**config.mk**
```make
export PLATFORM = sky130hd
export DESIGN_NAME = spi_vcmd_flat
export DESIGN_NICKNAME = d
export VERILOG_FILES = /design/src/rtl/spi_vcmd_if.sv /design/src/rtl/spi_vcmd.sv /design/src/flat_wrapper.sv
export SDC_FILE = /design/constraint.sdc
export NUM_CORES = 1
export LEC_CHECK = 0
export ABC_AREA = 1
export CAP_MARGIN = 20
export CORE_ASPECT_RATIO = 0.9
export CORE_MARGIN = 5
export CORE_UTILIZATION = 50
export CTS_CLUSTER_SIZE = 40
export DETAILED_ROUTE_END_ITERATION = 16
export DONT_BUFFER_PORTS = 1
export PLACE_DENSITY = 0.65
export SLEW_MARGIN = 20
export SYNTH_ARGS = -nofsm -noshare
export SYNTH_HDL_FRONTEND = slang
export SYNTH_SLANG_ARGS = --single-unit
```
**constraint.sdc**
```tcl
create_clock -name Clk -period 3.5 [get_ports Clk]
set_input_delay 0.35 -clock Clk [delete_from_list [all_inputs] [get_ports Clk]]
set_output_delay 0.35 -clock Clk [all_outputs]
set_load 0.02 [all_outputs]
```
**src/rtl/spi_vcmd_if.sv**
```systemverilog
// Host-side bus of the video command decoder: SPI pins in, byte and pixel-write strobes out.
interface spi_vcmd_if #(
  parameter int ADDR_W = 18
);
  logic              Sclk;
  logic              Mosi;
  logic              CSel;
  logic              DataRecv;
  logic [7:0]        RxData;
  logic [ADDR_W-1:0] MemAddr;
  logic [7:0]        DataOut;
  logic [1:0]        DataIndex;
  logic              DataRdy;

  modport slave (
    input  Sclk, Mosi, CSel,
    output DataRecv, RxData, MemAddr, DataOut, DataIndex, DataRdy
  );

  modport master (
    output Sclk, Mosi, CSel,
    input  DataRecv, RxData, MemAddr, DataOut, DataIndex, DataRdy
  );
endinterface

```
**src/rtl/spi_vcmd.sv**
```systemverilog
// SPI slave byte receiver feeding a set-address / pixel-write command decoder.
// Everything runs on Clk; SPI pins are synchronised and Sclk falling edges detected.
module spi_vcmd #(
  parameter int SYNC_STAGES = 2,
  parameter int ADDR_W      = 18
) (
  input  logic         Clk,
  input  logic         RstN,
  spi_vcmd_if.slave    bus
);

  typedef enum logic [2:0] {
    S_IDLE, S_WR0, S_WR1, S_WR2, S_SA0, S_SA1, S_SA2
  } state_t;

  logic [SYNC_STAGES-1:0] r_sclk_sync;
  logic [SYNC_STAGES-1:0] r_mosi_sync;
  logic [SYNC_STAGES-1:0] r_csel_sync;
  logic                   r_sclk_prev;
  logic                   w_sclk_fall;
  logic                   w_mosi;
  logic                   w_csel;

  logic [2:0]             r_bit_cnt;
  logic [6:0]             r_shift;
  logic                   r_data_recv;
  logic [7:0]             r_rx_data;

  state_t                 r_state;
  state_t                 w_state_next;
  logic [ADDR_W-1:0]      r_addr;
  logic [ADDR_W-1:0]      w_addr_next;
  logic [5:0]             r_stride;
  logic [5:0]             w_stride_next;
  logic [ADDR_W-7:0]      r_sa_acc;
  logic [ADDR_W-7:0]      w_sa_next;
  logic                   w_wr;
  logic [1:0]             w_idx;

  logic [ADDR_W-1:0]      r_mem_addr;
  logic [7:0]             r_data_out;
  logic [1:0]             r_data_index;
  logic                   r_data_rdy;

  assign w_sclk_fall = r_sclk_prev & ~r_sclk_sync[SYNC_STAGES-1];
  assign w_mosi      = r_mosi_sync[SYNC_STAGES-1];
  assign w_csel      = r_csel_sync[SYNC_STAGES-1];

  always_ff @(posedge Clk or negedge RstN) begin
    if (!RstN) begin
      r_sclk_sync <= '0;
      r_mosi_sync <= '0;
      r_csel_sync <= '0;
      r_sclk_prev <= 1'b0;
    end else begin
      r_sclk_sync <= {r_sclk_sync[SYNC_STAGES-2:0], bus.Sclk};
      r_mosi_sync <= {r_mosi_sync[SYNC_STAGES-2:0], bus.Mosi};
      r_csel_sync <= {r_csel_sync[SYNC_STAGES-2:0], bus.CSel};
      r_sclk_prev <= r_sclk_sync[SYNC_STAGES-1];
    end
  end

  // Deselect discards any partial byte, so a frame cut short never pulses DataRecv.
  always_ff @(posedge Clk or negedge RstN) begin
    if (!RstN) begin
      r_bit_cnt   <= 3'd0;
      r_shift     <= 7'd0;
      r_data_recv <= 1'b0;
      r_rx_data   <= 8'd0;
    end else begin
      r_data_recv <= 1'b0;
      if (w_csel) begin
        r_bit_cnt <= 3'd0;
        r_shift   <= 7'd0;
      end else if (w_sclk_fall) begin
        r_shift <= {r_shift[5:0], w_mosi};
        if (r_bit_cnt == 3'd7) begin
          r_rx_data   <= {r_shift, w_mosi};
          r_data_recv <= 1'b1;
          r_bit_cnt   <= 3'd0;
        end else begin
          r_bit_cnt <= r_bit_cnt + 3'd1;
        end
      end
    end
  end

  always_comb begin
    w_state_next  = r_state;
    w_addr_next   = r_addr;
    w_stride_next = r_stride;
    w_sa_next     = r_sa_acc;
    w_wr          = 1'b0;
    w_idx         = 2'd0;
    if (r_data_recv) begin
      case (r_state)
        S_IDLE: begin
          if (r_rx_data[7:6] == 2'b01) begin
            w_state_next  = S_WR0;
            w_stride_next = r_rx_data[5:0];
          end else if (r_rx_data[7:6] == 2'b10) begin
            w_state_next = S_SA0;
          end
        end
        S_WR0: begin
          w_wr         = 1'b1;
          w_idx        = 2'd0;
          w_state_next = S_WR1;
        end
        S_WR1: begin
          w_wr         = 1'b1;
          w_idx        = 2'd1;
          w_state_next = S_WR2;
        end
        S_WR2: begin
          // Write uses the pre-increment address; the stride applies to the next pixel.
          w_wr         = 1'b1;
          w_idx        = 2'd2;
          w_addr_next  = r_addr + {{(ADDR_W-6){1'b0}}, r_stride};
          w_state_next = S_IDLE;
        end
        S_SA0: begin
          w_sa_next[ADDR_W-7 -: 6] = r_rx_data[5:0];
          w_state_next             = S_SA1;
        end
        S_SA1: begin
          w_sa_next[5:0] = r_rx_data[5:0];
          w_state_next   = S_SA2;
        end
        S_SA2: begin
          w_addr_next  = {r_sa_acc, r_rx_data[5:0]};
          w_state_next = S_IDLE;
        end
        default: w_state_next = S_IDLE;
      endcase
    end
  end

  always_ff @(posedge Clk or negedge RstN) begin
    if (!RstN) begin
      r_state      <= S_IDLE;
      r_addr       <= '0;
      r_stride     <= 6'd0;
      r_sa_acc     <= '0;
      r_mem_addr   <= '0;
      r_data_out   <= 8'd0;
      r_data_index <= 2'd0;
      r_data_rdy   <= 1'b0;
    end else begin
      r_state    <= w_state_next;
      r_addr     <= w_addr_next;
      r_stride   <= w_stride_next;
      r_sa_acc   <= w_sa_next;
      r_data_rdy <= w_wr;
      if (w_wr) begin
        r_mem_addr   <= r_addr;
        r_data_out   <= r_rx_data;
        r_data_index <= w_idx;
      end
    end
  end

  assign bus.DataRecv  = r_data_recv;
  assign bus.RxData    = r_rx_data;
  assign bus.MemAddr   = r_mem_addr;
  assign bus.DataOut   = r_data_out;
  assign bus.DataIndex = r_data_index;
  assign bus.DataRdy   = r_data_rdy;

endmodule

```
**src/flat_wrapper.sv**
```systemverilog
// flat-port wrapper written by rule: the top's interface ports become plain ports
module spi_vcmd_flat 
#(
  parameter int SYNC_STAGES = 2,
  parameter int ADDR_W      = 18
)
  (Clk, RstN, bus_Sclk, bus_Mosi, bus_CSel, bus_DataRecv, bus_RxData, bus_MemAddr, bus_DataOut, bus_DataIndex, bus_DataRdy);
  spi_vcmd_if #(.ADDR_W(ADDR_W)) bus_i ();
  input  logic Clk;
  input  logic RstN;
  input wire logic [$bits(bus_i.Sclk)-1:0] bus_Sclk;
  input wire logic [$bits(bus_i.Mosi)-1:0] bus_Mosi;
  input wire logic [$bits(bus_i.CSel)-1:0] bus_CSel;
  output wire logic [$bits(bus_i.DataRecv)-1:0] bus_DataRecv;
  output wire logic [$bits(bus_i.RxData)-1:0] bus_RxData;
  output wire logic [$bits(bus_i.MemAddr)-1:0] bus_MemAddr;
  output wire logic [$bits(bus_i.DataOut)-1:0] bus_DataOut;
  output wire logic [$bits(bus_i.DataIndex)-1:0] bus_DataIndex;
  output wire logic [$bits(bus_i.DataRdy)-1:0] bus_DataRdy;
  assign bus_i.Sclk = bus_Sclk;
  assign bus_i.Mosi = bus_Mosi;
  assign bus_i.CSel = bus_CSel;
  assign bus_DataRecv = bus_i.DataRecv;
  assign bus_RxData = bus_i.RxData;
  assign bus_MemAddr = bus_i.MemAddr;
  assign bus_DataOut = bus_i.DataOut;
  assign bus_DataIndex = bus_i.DataIndex;
  assign bus_DataRdy = bus_i.DataRdy;
  spi_vcmd #(.SYNC_STAGES(SYNC_STAGES), .ADDR_W(ADDR_W)) u_core (.Clk(Clk), .RstN(RstN), .bus(bus_i));
endmodule
```
==> metrics, run 1 <==
first-pass GRT wire length=around 16 mm; hold path start=u_core.r_sclk_sync[0]; Net Count, Synth=approximately 510; Cell Pwr Density=between 400 and 500 nW/um^2; Post-synth ARST share=100%; Synth Warn #=0; Tcrit/Tclk final=55.9%; Sw Ratio=21.9%; slew margin rel.=between 40 and 50%; Die X=roughly 110 um; status=finished, final reports clean; die boundary height=97.9 um; antenna viol nets, final=0; die area=roughly 11000 um^2; P&R area growth vs syn=7.88%; top cell type's share of synthesized area=~55%; vias=between 3000 and 4000; ys flop type=dfrtp_1; Residual DRC=0; setup bufs post-CTS=0; Post-synth top cells=nand2_1 (130), dfrtp_1 (94), inv_1 (58); Critical Path Start=u_core.r_stride[4]; worst path required time=approximately 3.8 ns; cells after synthesis=498; # IOs=43; Worst-Skew Late Latency=~0.36 ns; internal power=roughly 0.0015 W; H-tree depth=3; core area=between 8000 and 9000 um^2; max_cap viols=0; Max FO, Critical Path=5; synthesis-stage register bit count=between 90 and 100; clock sinks=94; CTS clk-pin slew, worst paths=0.09 ns; Tot GR Track Use=18.8%; max frequency=~500 MHz; TritonCTS clock tree=done; initial antenna violation count=0; Post-Route WL=roughly 9.2 mm; number of DRC violations after detailed-routing iteration 0=about 200; Leak Pwr=between 2 and 2.5 nW; clk_skew=slightly below 0.007 ns; vias in the first global route=3107; Cell Rows=32; CP endpoint kind=register; maximum VDD drop=roughly 0.27 mV; Root Driver=clkbuf_8; CP Class=register to register; Post-CTS Resized=0; Hold Path Class=register to register; Port-buffer cells=0; Unique masters post-synth=31; most common cell in the netlist=nand2_1; clock power share=41.4%; FF-to-FF Start=u_core.r_stride[4]; Reg power frac=56.8%; power share of the combinational group=1.9%; Via density=5.20; post-DR wirelength/cell=between 10 and 15 um; hpwl dp=slightly above 6 mm; post-route setup TNS=0 ns; setup violators final=0; initial core utilization=50.5%; family with the most delay on the worst path=simple AND/OR/NAND/NOR gates; GPL Wtd Cong=approximately 0.9; P_sw=around 0.00042 W; Yosys top cell by area=dfrtp_1; Fin. Hold Viols=0; CTS max path bufs=2; sequential area share after synthesis=a little over half; # diodes=0; worst path bufs/invs=1; ranking of synthesized cells by area=dfrtp_1 (55%), nand2_1 (11%), o21ai_0 (5.6%); Post-synth EDFFs=0; drt pass-1 iters=4; Startpoint Class=register; Critical Path AT=roughly 2.2 ns; RSZ-0062 raised after global routing=no; max incr delay on CP=0.41 ns; layout net count=511; Avg Inst Size Synth=around 8.6 um^2; largest net degree at the start of global routing=95; slowest stage cell, crit path=dfrtp_1; CP cell instances=ha_1 > a21oi_1 > nor2_1 > nor2_1 > nand2_1 > o21ai_1 > nand2_1 > nand2_1 > inv_1; Tmin final=between 1.5 and 2 ns; CTS buffer count=9; worst slew pin tran=about 0.86 ns; layout cell share with drive strength beyond 1=about 5.6%; synthesized cell area=~4300 um^2; CP dominant cell by count=nand2_1; grt total ovfl=0; total power=0.00193 W; max-slew violation count=0
[power groups by stage]
stage	registers [W]	logic (W)	clock network (W)
finish	0.00109	0.0000359	0.000798
global route	0.00110	0.0000428	0.000862
CTS	0.00109	0.0000379	0.000820
detailed placement	0.00112	0.00000844	0
global placement	0.00112	0.00000808	0
floorplan	0.00112	0.00000661	0
[per-layer routing]
layer	global-route usage, %	routed length, um	vias to the layer above
met2	27.4	3970	70
met3	6.28	546	10
met4	4.95	118	0
met5	0	0	-
met1	27.1	4560	1530
li1	-	-	1615
[stage by stage]
stage	std cells	util (%)	hold WS, ns	cell area, um^2	worst slack, ns
after floorplan	498	-	0.0544	4290	1.77
after global placement	600	51.1	0.0581	4340	1.49
after detailed placement	600	51.1	0.0579	4340	1.49
after CTS	620	54.5	0.360	4630	1.47
after global routing	620	54.5	0.379	4630	1.29
final	620	54.5	0.356	4630	1.54
[registers in the layout, indices dropped and copies added, names as in the netlist]
register              flops
u_core.r_mosi_sync        2
u_core.r_stride           6
u_core.bus.RxData         8
u_core.bus.DataRdy        1
u_core.r_sclk_prev        1
u_core.r_addr            18
u_core.r_sclk_sync        2
u_core.bus.DataOut        8
u_core.r_sa_acc          12
u_core.r_csel_sync        2
u_core.r_shift            7
u_core.bus.DataRecv       1
u_core.bus.MemAddr       18
u_core.bus.DataIndex      2
u_core.r_state            3
u_core.r_bit_cnt          3
[cells in the final DEF (no fill, tap or decap), types with 2 or more instances in the layout]
master	instances
a21oi_1	13
a22o_1	4
a22oi_1	6
a32o_1	2
bufinv_16	2
clkbuf_8	9
clkinv_4	2
dfrtp_1	94
dlygate4sd3_1	4
ha_1	8
inv_1	58
inv_2	5
inv_6	2
nand2_1	129
nand2_2	2
nand3_1	29
nor2_1	30
nor3_1	6
nor3_2	2
o211ai_1	4
o21ai_0	48
o21ai_1	27
o22ai_1	3
xor2_1	4
[area by class of cell]
| cell class | count | area, um^2 |
|---|---|---|
| fillers | 786 | 3860 |
| flip-flops and latches | 94 | 2350 |
| multi-input cells | 324 | 1600 |
| inverters | 63 | 236 |
| well taps | 119 | 149 |
| clock buffers | 9 | 124 |
| clock inverters | 6 | 95.1 |
| repair buffers | 5 | 67.6 |
[logic make-up after synthesis]
group                    after synthesis  share of synthesized area (%)
AO/OA/AOI/OAI                        109                           14.3
XOR/XNOR                               4                          0.817
adder cells (fa/ha/maj)                9                           2.80
buffers and inverters                 80                           7.85
flip-flops                            94                           54.8
AND/OR/NAND/NOR                      202                           19.4
[worst paths after layout]
path                            slack, ns               endpoint  cells past startpoint
worst max-delay path                 1.54       u_core.r_addr[7]                      9
worst min-delay path                 0.36  u_core.r_sclk_sync[1]                      0
worst max register to register       1.54       u_core.r_addr[7]                      9
worst min register to register       0.36  u_core.r_sclk_sync[1]                      0
max in group asynchronous            2.54      u_core.r_state[0]                      2
min in group asynchronous            0.61       u_core.r_addr[4]                      2
[what timing repair did]
item	in CTS	in global routing
endpoints found under the setup margin	0	0
endpoints found under the hold margin	97	0
hold buffers	5	0
Power figures use the tool's default switching activity.
==> run 2: changes to the inputs <==
- PLACE_DENSITY: 0.65 -> 0.68
- clock period: 3.5 -> 1.8 ns (I/O delays scaled with it)
==> metrics, run 2 (same netlist as run 1, synthesis figures left out) <==
grt total ovfl=0; TritonCTS clock tree=done; max-slew violation count=0; DP Worst Slack=-0.0530 ns; clk_skew=roughly 0.0073 ns; worst path required time=between 2 and 2.5 ns; maximum VDD drop=about 0.55 mV; Min Hold Slack=-0.502 ns; total power=about 0.0037 W; CP endpoint kind=register; Tcrit/Tclk final=a little over nine tenths; FF-to-FF Start=u_core.r_stride[0]; post-route setup TNS=0 ns; GPL Wtd Cong=0.859; Critical Path AT=between 1.5 and 2 ns; first-pass GRT wire length=between 15 and 20 mm; Multi-input gate area=between 1500 and 2000 um^2; CTS clk-pin slew, worst paths=about 0.090 ns; Critical Path Start=u_core.r_stride[0]; Reg power frac=approximately 57%; initial antenna violation count=0; hpwl dp=between 6 and 7 mm; failing checks=hold timing; die area=10500 um^2; CTS max path bufs=2; max frequency=584 MHz; Leak Pwr=~2.4 nW; drt pass-1 iters=5; Cell Rows=32; final setup margin=~0.087 ns; # IOs=43; worst slew pin tran=0.612 ns; max_cap viols=0; antenna viol nets, final=0; filler instances=slightly below 800; P_sw=a little under 0.0008 W; Cell Pwr Density=776 nW/um^2; clock power share=between 40 and 50%; internal power=~0.003 W; Via density=approximately 5.2; P&R area growth vs syn=11.6%; # diodes=0; Storage cell area=2350 um^2; Tmin final=between 1.5 and 2 ns; Sw Ratio=roughly a fifth; Hold Path Class=primary input to async pin; layout net count=520; core area=between 8000 and 9000 um^2; hold_buf cts=3; Port-buffer cells=0; Root Driver=clkbuf_8; status=finished with violations; CP Class=register to register; layout cell share with drive strength beyond 1=about 12%; Worst-Skew Late Latency=approximately 0.36 ns; H-tree depth=3; number of DRC violations after detailed-routing iteration 0=241; Post-Route WL=between 9 and 10 mm; Die X=~110 um; CTS buffer count=9; slew margin rel.=between 50% and 60%; Max FO, Critical Path=5; power share of the combinational group=0.6%; RSZ-0062 raised after global routing=yes; Fin. Hold Viols=94; post-DR wirelength/cell=around 15 um; vias in the first global route=between 3000 and 4000; Final Util=56.4%; setup violators final=0; commonest cells after routing, fill and taps aside=nand2_1 (123), dfrtp_1 (94), inv_1 (58), o21ai_0 (47); Residual DRC=0; largest net degree at the start of global routing=between 90 and 100; clock sinks=94; commonest non-fill, non-tap cell in the layout=nand2_1; vias=3285; Tot GR Track Use=19.0%; Startpoint Class=register; initial core utilization=about 51%; die boundary height=roughly 98 um
## run 2: cell types whose count changed in the layout (fill, tap and decap cells not counted), sizes merged
| cell | previous run | this run |
|---|---|---|
| clkbuf | 9 | 10 |
| dlygate4sd3 | 4 | 3 |
| buf | 1 | 11 |
## run 2: per-stage QoR
| step | cells | hold WS (ns) | instance area (um^2) |
|---|---|---|---|
| 5_1_grt | 630 | -0.534 | 4790 |
| 6_report | 630 | -0.502 | 4790 |
| 3_5_place_dp | 610 | -0.114 | 4420 |
| 2_1_floorplan | 498 | -0.116 | 4290 |
| 4_1_cts | 629 | -0.519 | 4680 |
| 3_3_place_gp | 610 | -0.114 | 4420 |
## run 2: metal layers
layer,wire (um),GRT usage (%),up-vias
met2,4090,27.5,86
met1,4500,28.1,1560
met3,645,5.55,9
met5,0,0,-
met4,80,4.66,0
li1,-,-,1630
## run 2: power by group through the flow
stage | Combinational [W] | Sequential [W] | Clock, W
floorplan | 0.0000129 | 0.00217 | 0
global placement | 0.0000153 | 0.00217 | 0
detailed placement | 0.0000159 | 0.00217 | 0
CTS | 0.0000208 | 0.00213 | 0.00160
global route | 0.0000239 | 0.00213 | 0.00169
finish | 0.0000212 | 0.00213 | 0.00156
## run 2: worst max-delay path, cell delays in order, from the launching register on
cell and delay, ns:
dfrtp_1 0.40, ha_2 0.21, fa_2 0.36, nand3_2 0.09, nand2_2 0.08, nand2_2 0.09
nand2_2 0.08, nand3_1 0.10, nand3_1 0.07, nand2_1 0.07, o21ai_1 0.05
## run 2: repair_timing
item                                    in CTS  in global routing
resized for setup                            5                 18
buffers inserted                             0                  1
pin swaps                                    0                  3
endpoints found under the hold margin       97                 94
endpoints found under the setup margin      10                 21
## run 2: final cells by class
class	instances	area share (%)
inverters	63	4.94
well taps	119	3.11
repair buffers	14	2.35
flip-flops and latches	94	49.1
multi-input cells	324	35.9
clock inverters	6	1.96
clock buffers	10	2.67
## run 2: worst paths after layout
kind                                                to  slack [ns]  cells after the start
worst min register to register   u_core.r_sclk_sync[1]        0.36                      0
worst max-delay path                 u_core.r_addr[14]        0.09                     10
worst max register to register       u_core.r_addr[14]        0.09                     10
min in group Clk                 u_core.r_sclk_sync[1]        0.36                      0
worst min-delay path             u_core.r_sclk_sync[0]       -0.50                      0
max in group asynchronous       u_core.bus.MemAddr[11]        2.16                      0
==> run 3: changes to the inputs <==
- HOLD_SLACK_MARGIN: unset -> 0.08
==> results of run 3 <==
Final layout, timing and power as in run 2 (identical DEF).
